File: src/rtl/mul_seq_pkg.sv
// -----------------------------------------------------------------------------
// mul_seq_pkg
// Shared definitions for the sequential 8x8 multiplier controller:
//   - controller state encoding
//   - step count and step-counter width
//   - per-step alignment shift of the 4x4 partial product
//   - per-step nibble selects for the a and b operands
//   - helper that aligns a partial product to its weight in the 16-bit sum
// -----------------------------------------------------------------------------
package mul_seq_pkg;

   typedef enum logic [1:0] {
      IDLE = 2'd0,
      MUL  = 2'd1,
      DONE = 2'd2
   } state_t;

   localparam int NUM_STEPS = 4;
   localparam int STEP_W    = 2;

   localparam logic [STEP_W-1:0] LAST_STEP = 2'd3;

   // Partial product weights: aL*bL, aH*bL, aL*bH, aH*bH.
   localparam logic [3:0] STEP_SHIFT [NUM_STEPS] = '{4'd0, 4'd4, 4'd4, 4'd8};

   // Bit n set means step n uses the high nibble of that operand.
   localparam logic [NUM_STEPS-1:0] STEP_A_HI = 4'b1010;
   localparam logic [NUM_STEPS-1:0] STEP_B_HI = 4'b1100;

   // Place an 8-bit partial product at its weight inside the 16-bit sum.
   function automatic logic [15:0] align_pp(input logic [7:0]        pp,
                                            input logic [STEP_W-1:0] step);
      align_pp = {8'h00, pp} << STEP_SHIFT[step];
   endfunction

endpackage

File: src/rtl/array_multiplier_4bit.sv
// -----------------------------------------------------------------------------
// array_multiplier_4bit
// Combinational unsigned 4x4 -> 8-bit array multiplier: the shared datapath
// that the sequencing controller reuses once per step.
// Ports:
//   a  input  4  multiplicand nibble
//   b  input  4  multiplier nibble
//   p  output 8  product a*b (combinational)
// -----------------------------------------------------------------------------
module array_multiplier_4bit (
   input  logic [3:0] a,
   input  logic [3:0] b,
   output logic [7:0] p
);

   logic [7:0] sum_s;

   // Sum of the four AND-gated rows, each row shifted by its multiplier bit.
   always_comb begin
      sum_s = 8'h00;
      for (int i = 0; i < 4; i++) begin
         sum_s = sum_s + ({4'h0, a & {4{b[i]}}} << i);
      end
   end

   assign p = sum_s;

endmodule

File: src/rtl/mul8_seq_ctrl.sv
// -----------------------------------------------------------------------------
// mul8_seq_ctrl
// Unsigned 8x8 -> 16-bit multiplier that runs the product through one shared
// 4x4 array multiplier over four cycles, with valid/ready on both sides.
// Accept -> four MUL cycles -> DONE (result held until the consumer takes it).
// With FAST_ZERO=1 a zero operand skips the MUL cycles and lands in DONE with
// a zero product straight away.
// Ports:
//   clk        input   1   clock, rising edge
//   rst        input   1   synchronous active-high reset
//   in_valid   input   1   operand pair valid
//   in_ready   output  1   controller idle and able to take operands
//   a          input   8   multiplicand
//   b          input   8   multiplier
//   out_valid  output  1   product valid (held until accepted)
//   out_ready  input   1   consumer takes the product
//   p          output  16  registered product
//   busy       output  1   controller not idle
// -----------------------------------------------------------------------------
module mul8_seq_ctrl
   import mul_seq_pkg::*;
#(
   parameter bit FAST_ZERO = 1'b1
) (
   input  logic        clk,
   input  logic        rst,
   input  logic        in_valid,
   output logic        in_ready,
   input  logic [7:0]  a,
   input  logic [7:0]  b,
   output logic        out_valid,
   input  logic        out_ready,
   output logic [15:0] p,
   output logic        busy
);

   state_t              state_r;
   logic [STEP_W-1:0]   step_r;
   logic [7:0]          a_r;
   logic [7:0]          b_r;
   logic [15:0]         acc_r;
   logic [15:0]         p_r;

   logic [3:0]          mul_a_s;
   logic [3:0]          mul_b_s;
   logic [7:0]          pp_s;
   logic [15:0]         sum_s;

   // Nibble select for the shared multiplier; only the latched operands feed
   // it, so the a/b ports may change freely once an operation is accepted.
   always_comb begin
      mul_a_s = 4'h0;
      mul_b_s = 4'h0;
      if (STEP_A_HI[step_r]) begin
         mul_a_s = a_r[7:4];
      end else begin
         mul_a_s = a_r[3:0];
      end
      if (STEP_B_HI[step_r]) begin
         mul_b_s = b_r[7:4];
      end else begin
         mul_b_s = b_r[3:0];
      end
   end

   array_multiplier_4bit u_mul4 (
      .a (mul_a_s),
      .b (mul_b_s),
      .p (pp_s)
   );

   // Running sum; 255*255 fits in 16 bits so no carry-out is possible.
   assign sum_s = acc_r + align_pp(pp_s, step_r);

   // Controller FSM with operand latches, step counter, accumulator and product.
   always_ff @(posedge clk) begin
      if (rst) begin
         state_r <= IDLE;
         step_r  <= 2'd0;
         a_r     <= 8'h00;
         b_r     <= 8'h00;
         acc_r   <= 16'h0000;
         p_r     <= 16'h0000;
      end else begin
         case (state_r)
            IDLE: begin
               if (in_valid) begin
                  a_r    <= a;
                  b_r    <= b;
                  acc_r  <= 16'h0000;
                  step_r <= 2'd0;
                  if (FAST_ZERO && ((a == 8'h00) || (b == 8'h00))) begin
                     p_r     <= 16'h0000;
                     state_r <= DONE;
                  end else begin
                     state_r <= MUL;
                  end
               end else begin
                  state_r <= IDLE;
               end
            end
            MUL: begin
               acc_r <= sum_s;
               if (step_r == LAST_STEP) begin
                  p_r     <= sum_s;
                  step_r  <= 2'd0;
                  state_r <= DONE;
               end else begin
                  step_r  <= step_r + 2'd1;
                  state_r <= MUL;
               end
            end
            DONE: begin
               // No operand is taken here even with out_ready high; the next
               // accept happens in the following IDLE cycle.
               if (out_ready) begin
                  state_r <= IDLE;
               end else begin
                  state_r <= DONE;
               end
            end
            default: begin
               state_r <= IDLE;
               step_r  <= 2'd0;
            end
         endcase
      end
   end

   assign in_ready  = (state_r == IDLE);
   assign busy      = (state_r != IDLE);
   assign out_valid = (state_r == DONE);
   assign p         = p_r;

endmodule

File: config.mk
export PLATFORM = sky130hd
export DESIGN_NAME = mul8_seq_ctrl
export DESIGN_NICKNAME = d
export VERILOG_FILES = /design/src/rtl/mul_seq_pkg.sv /design/src/rtl/array_multiplier_4bit.sv /design/src/rtl/mul8_seq_ctrl.sv
export SDC_FILE = /design/constraint.sdc
export NUM_CORES = 1
export LEC_CHECK = 0
export CORE_MARGIN = 2
export CORE_UTILIZATION = 38
export DETAILED_ROUTE_END_ITERATION = 10
export PLACE_DENSITY = 0.61
export SLEW_MARGIN = 20
export SYNTH_ARGS = -nofsm -noshare
export SYNTH_HDL_FRONTEND = slang
export SYNTH_SLANG_ARGS = --single-unit
File: constraint.sdc
create_clock -name clk -period 6.6 [get_ports clk]
set_input_delay 0.66 -clock clk [delete_from_list [all_inputs] [get_ports clk]]
set_output_delay 0.66 -clock clk [all_outputs]
set_load 0.02 [all_outputs]
==> summary.txt <==
CTS
  – Post-CTS setup buffer count: 0
  – TritonCTS clock tree: built
  – Clock Sinks: 52
  – PostCTS Resize Cnt: 0
  – CTS hold repair buffers: 0
  – Reg clk slew, reported paths: roughly 0.10 ns
  – H-tree depth: 2
  – Root Driver: clkbuf_8
  – Deepest clock path buffer count: 2
  – Later-pin clock latency in the skew report: 0.30 ns
  – CTS Buf Count: 5

Pwr
  – Overall Power: around 630 uW
  – LEAKAGE: 0.001536 uW
  – Peak VDD IR: 0.00009408 V
  – Pwr dens: ~160 nW/um^2

Detailed routing
  – Avg WL per Cell: approximately 15 um
  – Iteration-0 DRC Markers: 100
  – Final wirelength: a little under 8 mm
  – First-pass DRT Iterations: 4
  – DRC viols: 0
  – DR vias/cell: roughly 5.4
  – Antenna viol nets, final: 0
  – Vias: ~2.9k

Synthesis
  – Cell taking the most area after synthesis: dfxtp_1
  – Synth cell count leaders: nand2_1 (61), dfxtp_1 (52), nor2_1 (43), a21oi_1 (41), ha_1 (26)
  – Post-synth ARST share: 0%
  – Syn_nets: around 450
  – Most used DFF post-synth: dfxtp_1
  – Cells after Synth: around 400
  – Sequential fraction of the synthesis area: 31.31%
  – Synth area leaders: dfxtp_1 (31%), ha_1 (9.8%), nand2_1 (6.9%), a21oi_1 (6.2%), nor2_1 (4.9%)
  – Yosys top cell area share: 31.31%
  – Mapped Area: ~3300 um^2
  – Syn avg cell area: between 8 and 9 um^2
  – Count leader, synth: nand2_1
  – Synth Warn #: 0
  – EDFF count, synth: 0
  – Synth Register Bits: 52
  – Yosys cell types: ~60

Die
  – FP Rows: 34
  – Die area: about 9500 um^2
  – Placeable core region: roughly 8600 um^2
  – Ports: 39
  – Die width: 97.54 um
  – Die Ht: between 90 and 100 um
  – Initial Util: 38.69%

Timing
  – Worst Max-Slew Pin Slew: ~0.60 ns
  – Min cycle time layout: about 5.5 ns
  – F_max: 0.1821 GHz
  – Count of final setup violators: 0
  – Fin. max-slew vios: 0
  – RSZ-0062 raised after global routing: false
  – Clock Skews: approximately 0.0059 ns
  – Final worst slack: ~1.1 ns
  – Slew margin rel.: between 60 and 70%
  – Hold Violations, Final: 0
  – Final worst path period share: about 83%
  – TNS Setup: 0 ns

Run
  – Max-cap violation count: 0

Worst setup path
  – R2R cell count: 18
  – Worst EP required: roughly 7 ns
  – Worst R2R End: p[14]
  – Flop2flop setup slack: ~1.1 ns
  – CP Capture Type: register
  – Setup crit start kind: register
  – Type of the worst setup path: register to register
  – R2R Path Start: step_r[0]
  – WP data arrival: approximately 5.7 ns
  – CP max FO: 7

Layout
  – Area Growth Syn to Fin: 16.48%
  – Layout fillers: between 800 and 900
  – Final nets: just under 500
  – Antenna cells: 0
  – Layout cell share with drive strength beyond 1: roughly 5.6%

Run status
  – Status: complete, no violations

Place
  – Port buffer count: 38
  – Dpl ws: between 1 and 1.5 ns
  – Final GP Congestion: 0.8787
  – Post-DP HPWL: approximately 5.9 mm

Global route
  – Total GRT Usage: 16.58%
  – Largest net degree at the start of global routing: 45
  – Total gr overflow: 0
  – Vias in the first global route: approximately 2.8k
  – First-pass GRT wire length: 13.17 mm
  – Initial antenna violation count: 0

Hold path
  – Hold Path Origin: p[7]
  – HP Class: register to register
  – Hold Path End: p[7]
  – Hold depth: 2
per-stage QoR:
stage	utilization [%]	hold WS (ns)	instance area, um^2	instances
final	45.06	0.4602	3872	539
after global routing	45.06	0.4789	3872	539
after CTS	45.06	0.4641	3872	539
after detailed placement	43.81	0.4465	3765	531
after global placement	43.81	0.4469	3765	531
after floorplan	-	0.4357	3324	401
cells by family after synthesis:
kind of cell | after synthesis | share of synthesized area, %
AOI/OAI and AO/OA | 101 | 21.11
muxes | 14 | 4.215
adders and majority gates | 32 | 13.40
buffers and inverters | 31 | 4.290
DFF | 52 | 31.31
and+or+nand+nor | 156 | 21.49
xor gates and xnor gates | 15 | 4.178
layer usage:
metal  track usage (%)  routed length (um)
met1             22.48                3767
met2             28.01                3735
met3             2.374                 267
met4             3.739                  75
met5                 0                   0
worst max-delay path: stages (launching register included):
cell and delay (ns):
dfxtp_1 0.51, mux2i_1 0.41, nor2_1 0.12, fa_1 0.56, inv_1 0.06, fa_1 0.53
inv_1 0.04, ha_1 0.21, fa_1 0.41, a21o_1 0.22, or4b_4 0.49, a41oi_1 0.27
ha_1 0.25, a21oi_1 0.13, o221ai_1 0.24, a21oi_1 0.10, o31ai_1 0.40, or3b_1 0.39
o311ai_1 0.08
flip-flops by register name (all words and copies together), names as in the netlist:
register / count
step_r: 2
a_r: 8
state_r: 2
acc_r: 16
b_r: 8
p: 16
cell usage in the layout, fill, tap and decap left out, types with 2 or more instances in the layout:
cell type        instances
o21ai_1                  2
a21oi_1                 41
nor2b_1                  2
o32ai_1                  2
clkdlybuf4s50_1         38
fa_1                     6
a32o_1                   2
and2_1                   4
buf_4                    3
dfxtp_1                 52
a22o_1                   4
inv_1                   12
a22oi_1                  9
nor3_1                   5
or4_1                    4
o21a_1                   5
nand2_1                 61
ha_1                    26
a31o_1                   4
o221ai_1                 2
or2_2                    4
clkbuf_8                 5
mux2i_1                 14
nand3_1                 16
xor2_1                   4
nor2_1                  43
o31ai_1                  3
a21o_1                   7
o21ai_0                  2
and3_1                   5
xnor2_1                 10
a31oi_1                  3
or3_1                    3
report_power, final:
| group | switching (uW) | total, uW | internal, uW |
|---|---|---|---|
| clock | 108 | 221 | 113 |
| sequential | 6.45 | 328 | 322 |
| combinational | 51.6 | 85.1 | 33.5 |
worst max-delay path by stage:
stage | start | endpoint | slack, ns | cells after the start
final | step_r[0] | p[14] | 1.11 | 18
after global routing | step_r[0] | p[14] | 0.69 | 18
after CTS | step_r[0] | p[14] | 1.09 | 18
after detailed placement | step_r[0] | p[14] | 1.12 | 18
after global placement | step_r[0] | p[14] | 1.28 | 18
after floorplan | step_r[0] | p[14] | 1.46 | 19
area by class of cell:
cell class	instances	area, um^2	share of cell area, %
multi-input cells	318	2141	55.28
flip-flops and latches	52	1041	26.88
repair buffers	41	402.9	10.40
well taps	108	135.1	3.490
clock buffers	6	72.57	1.874
inverters	12	45.04	1.163
clock inverters	2	35.03	0.9047
Power figures use the tool's default switching activity.
